<file path="src/rtl/fetch_fifo_multi.sv">
// fetch_fifo_multi: splits 4/8-byte fetch words into 32-bit instruction entries, with offset skip and taken-branch truncation
module fetch_fifo_multi #(
  parameter int FETCH_BYTES = 8,
  parameter int DEPTH = 8,
  parameter int BP_W = 8,
  localparam int SLOTS = FETCH_BYTES / 4,
  localparam int SW = SLOTS > 1 ? $clog2(SLOTS) : 1,
  localparam int AW = $clog2(DEPTH)
) (
  input  logic              clk_i,
  input  logic              rst_i,
  input  logic              flush_i,
  input  logic              in_valid_i,
  output logic              in_ready_o,
  input  logic [63:0]       in_addr_i,
  input  logic [8*FETCH_BYTES-1:0] in_rdata_i,
  input  logic              in_bp_valid_i,
  input  logic              in_bp_taken_i,
  input  logic [SW-1:0]     in_bp_slot_i,
  input  logic [BP_W-1:0]   in_bp_i,
  output logic              out_valid_o,
  input  logic              out_ready_i,
  output logic [63:0]       out_addr_o,
  output logic [31:0]       out_instr_o,
  output logic              out_bp_valid_o,
  output logic [BP_W-1:0]   out_bp_o,
  output logic [AW:0]       count_o
);
  logic [63:0] addr_q [DEPTH];
  logic [31:0] instr_q [DEPTH];
  logic bpv_q [DEPTH];
  logic [BP_W-1:0] bp_q [DEPTH];
  logic [AW-1:0] rptr, wptr;
  logic [SW-1:0] f, slot, l;
  logic [SW:0] n;
  logic used, push, pop;
  // masking with SLOTS-1 collapses the slot fields to 0 in the 4-byte configuration
  always_comb begin
    f = in_addr_i[SW+1:2] & SW'(SLOTS - 1);
    slot = in_bp_slot_i & SW'(SLOTS - 1);
    used = in_bp_valid_i && slot >= f;
    l = (used && in_bp_taken_i) ? slot : SW'(SLOTS - 1);
    n = {1'b0, l} - {1'b0, f} + (SW+1)'(1);
    in_ready_o = count_o <= (AW+1)'(DEPTH - SLOTS) && !flush_i;
    out_valid_o = count_o != '0 && !flush_i;
    push = in_valid_i && in_ready_o;
    pop = out_valid_o && out_ready_i;
    out_addr_o = addr_q[rptr];
    out_instr_o = instr_q[rptr];
    out_bp_valid_o = out_valid_o && bpv_q[rptr];
    out_bp_o = out_bp_valid_o ? bp_q[rptr] : '0;
  end
  always_ff @(posedge clk_i) begin
    if (rst_i || flush_i) begin
      count_o <= '0;
      rptr <= '0;
      wptr <= '0;
    end else begin
      if (push) begin
        for (int s = 0; s < SLOTS; s++)
          if (s >= int'(f) && s <= int'(l)) begin
            addr_q[wptr + AW'(s) - AW'(f)] <= (in_addr_i & ~64'(FETCH_BYTES - 1)) | 64'(s * 4);
            instr_q[wptr + AW'(s) - AW'(f)] <= in_rdata_i[32*s +: 32];
            bpv_q[wptr + AW'(s) - AW'(f)] <= used && s == int'(slot);
            bp_q[wptr + AW'(s) - AW'(f)] <= (used && s == int'(slot)) ? in_bp_i : '0;
          end
        wptr <= wptr + AW'(n);
      end
      if (pop) rptr <= rptr + AW'(1);
      count_o <= count_o + (push ? (AW+1)'(n) : '0) - (AW+1)'(pop);
    end
  end
endmodule
</file>
<file path="config.mk">
export PLATFORM = sky130hd
export DESIGN_NAME = fetch_fifo_multi
export DESIGN_NICKNAME = d
export VERILOG_FILES = /design/src/rtl/fetch_fifo_multi.sv
export SDC_FILE = /design/constraint.sdc
export NUM_CORES = 1
export LEC_CHECK = 0
export BUFFER_PORTS_ARGS = -buffer_cell sky130_fd_sc_hd__buf_4
export CAP_MARGIN = 30
export CORE_AREA = 2 2 270 272
export DETAILED_ROUTE_END_ITERATION = 16
export DIE_AREA = 0 0 272 274
export GPL_TIMING_DRIVEN = 0
export PLACE_DENSITY = 0.78
export SYNTH_ARGS = -nofsm -noshare
export SYNTH_HDL_FRONTEND = slang
export SYNTH_SLANG_ARGS = --single-unit
export TNS_END_PERCENT = 30
</file>
<file path="constraint.sdc">
create_clock -name clk_i -period 8.6 [get_ports clk_i]
set_input_delay 1.72 -clock clk_i [delete_from_list [all_inputs] [get_ports clk_i]]
set_output_delay 1.72 -clock clk_i [all_outputs]
set_load 0.1 [all_outputs]
</file>
==> results.py <==
metrics = {
    "worst_setup_path": {
        "cp-end-kind": "output port",
        "crit_path_max_incr_delay_ps": 820,
        "rr_worst_depth": 7,
        "crit_path_max_fanout": 10,
        "critPathCapture": "out_addr_o[63]",
        "reg2reg_to": "addr_q[3][55]",
        "cp.required_ps": 6880,
        "worst-setup-path-type": "flop to output port",
        "worstReg2RegStart": "wptr[0]",
        "slowest_stage": "clkbuf_1",
        "critPathBufInv": 4,
        "path_depth": 6,
        "startpoint_type": "flop",
        "reg2reg_slack_ps": 4660,
        "path_common_cell": "clkbuf_1",
        "path_delay_family": "buffers and inverters",
        "cp_cell_sequence": "clkbuf_1 > clkbuf_1 > buf_2 > mux4_2 > mux2_2 > buf_4",
        "cp.arrival_ps": 3960,
    },
    "detailed_routing": {
        "vias": 22000,
        "routed-wl-met3_mm": 6.46,
        "routed-wl-met2_mm": 47.7,
        "drt_iter0_markers": 1967,
        "wl_per_cell_um": 26.0,
        "drc": 0,
        "highest_layer": "met5",
        "wl_met1_mm": 38.1,
        "dr.pass1.iters": 5,
        "drt-vias-per-instance": 5.99,
        "wl_mm": 95.4,
        "antenna_left": 0,
    },
    "layout": {
        "multi_input_area_um2": 13500,
        "drive_above_1_share": 0.387,
        "stdcell_count": 3665,
        "finalNetCount": 2795,
        "seq_area_um2": 24900,
        "fin_area_um2": 45400,
        "syn2layout_area_growth_pct": 16.0,
        "fill_cells": 5022,
    },
    "placement": {
        "dpl-instance-area_um2": 42600,
        "post-dp-hpwl_mm": 59.1,
        "portBuffers": 250,
        "dpl_worst_slack_ps": 3150,
        "place.gp.congestion": 0.819,
        "dpl.cell_count": 3506,
    },
    "clock_tree": {
        "clock_latency_ps": 640,
        "hold_buffers": 0,
        "cts.sinks": 837,
        "clk_pin_slew_ps": 60,
        "root_buffer": "clkbuf_16",
        "cts_buffers": 85,
        "cts_setup_buffers": 0,
        "cts_tree": "built",
        "htree_levels": 3,
        "cts_buffer_depth": 3,
        "cts_resized": 0,
    },
    "yosys": {
        "async_flop_share": 0,
        "synth_cell_types": 48,
        "synth_common_cells": "edfxtp_1, and2_1, mux2_2",
        "ys.flop_type": "edfxtp_1",
        "netlist_area_um2": 39100,
        "ys_seq_elements": 837,
        "synthTopCellsByArea": "edfxtp_1, mux4_2, mux2_2, and2_1, mux2i_1",
        "syn-instance-count": 2283,
        "post-synth-top-count-cell": "edfxtp_1",
        "yosysTopAreaCell": "edfxtp_1",
        "yosysWarningCount": 0,
        "avgSynthCellArea_um2": 17.1,
        "yosysSeqAreaShare": 0.637,
        "synth_top_area_frac": 0.626,
        "synth-edff-count": 816,
    },
    "timing": {
        "finalMaxSlewViolations": 0,
        "tightest_slew_ps": 1040,
        "skew_ps": 21.5,
        "finalCritPeriodShare": 0.661,
        "rsz0062_at_grt": "no",
        "period_needed_ps": 5680,
        "hold_viol": 0,
        "achievable-frequency_mhz": 176,
        "slew_headroom": 0.306,
        "setup_violations": 0,
        "worst_slack_ps": 2920,
    },
    "pwr": {
        "p_leak_uw": 0.0155,
        "power_density_nw_per_um2": 195,
        "total_power_uw": 8880,
        "vdd.ir_drop.worst_uv": 133,
    },
    "global_route": {
        "track_usage": 0.256,
        "antenna_found_initial": 11,
        "first_global_vias": 22900,
        "grt_max_degree": 81,
        "gr-total-overflow": 0,
        "grt_pass1_wl_mm": 141,
    },
    "die": {
        "row_count": 99,
        "core_um2": 72000,
        "pin_count": 255,
        "chipWidth_um": 272,
        "die_h_um": 274,
        "dieArea_um2": 74500,
        "start_util": 0.544,
    },
    "job": {
        "max_cap_violations": 0,
    },
    "min_path": {
        "worstHoldPathType": "flop to flop",
    },
    "status": {
        "status": "finished, final reports clean",
    },
}
-- kinds of logic (layout without fill, tap and decap cells) --
logic type / count (synthesis) / in the layout / share of synthesized area
and+or+nand+nor: 577 / 577 / 0.0899
xor gates and xnor gates: 7 / 7 / 0.00157
other: 1 / 7 / 0.0000958
DFF: 837 / 837 / 0.637
adders and majority gates: 16 / 16 / 0.00550
buffers and inverters: 171 / 588 / 0.0195
AOI/OAI and AO/OA: 40 / 40 / 0.00742
muxes: 634 / 634 / 0.239
-- through the flow --
| step | setup TNS [ps] | hold slack [ps] | utilization |
|---|---|---|---|
| 6_report | 0 | 467 | 0.631 |
| 5_1_grt | 0 | 489 | 0.631 |
| 4_1_cts | 0 | 467 | 0.631 |
| 3_5_place_dp | 0 | 458 | 0.592 |
| 3_3_place_gp | -172790 | 455 | 0.587 |
| 2_1_floorplan | 0 | 425 | - |
-- layout by cell type (no fill, tap or decap), drive strengths merged, types with 5 or more instances in the layout --
master  netlist  routed
a21oi        12      12
mux2        351     351
inv          14      18
diode         0       5
o21ai        13      13
ha           14      14
bufinv        0      10
clkinv        0      32
nand2        31      31
and2        492     492
mux2i        77      77
or2           6       6
edfxtp      816     816
nor2         23      23
xnor2         5       5
mux4        206     206
clkbuf       86     191
buf          71     335
dfxtp        21      21
-- layer usage --
layer,vias to the layer above,global-route usage
met5,-,0
met4,12,0.103
met3,191,0.0466
met2,849,0.424
met1,11400,0.338
li1,9526,-
-- report_power, final --
part / switching, µW / internal (µW)
Clock: 1570 / 2170
Combinational: 414 / 223
Sequential: 13.5 / 4480
Total: 2000 / 6880
-- how the worst min path moves through the flow --
stage,from,to,slack (ps),depth (start not counted)
after global placement,addr_q[2][0],addr_q[2][0],450,2
after floorplan,addr_q[2][0],addr_q[2][0],430,2
after CTS,addr_q[4][0],addr_q[4][0],470,2
final,addr_q[4][0],addr_q[4][0],470,2
after global routing,addr_q[2][0],addr_q[2][0],490,2
after detailed placement,addr_q[4][0],addr_q[4][0],460,2
-- worst register-to-register path: stages (launching register included) --
cell and delay (ps):
dfxtp_1 390, ha_1 270, or4_1 520, clkbuf_1 190
or3_1 380, a21oi_2 750, buf_6 590, buf_16 430
-- registers in the layout, summed over array words and instances (netlist names), named ones only --
signal and count:
addr_q 496, instr_q 256, bp_q 64, bpv_q 8, count_o 4, rptr 3
wptr 3
-- layout make-up --
type / instances / share of cell area
inverter: 14 / 0.00116
timing repair buffer: 264 / 0.0484
tap: 959 / 0.0264
clock buffer: 105 / 0.0496
clock inverter: 48 / 0.0122
sequential: 837 / 0.549
antenna: 5 / 0.000276
buffer: 157 / 0.0166
multi-input combinational: 1276 / 0.296
Note: power is estimated with default switching activity, not from simulation.
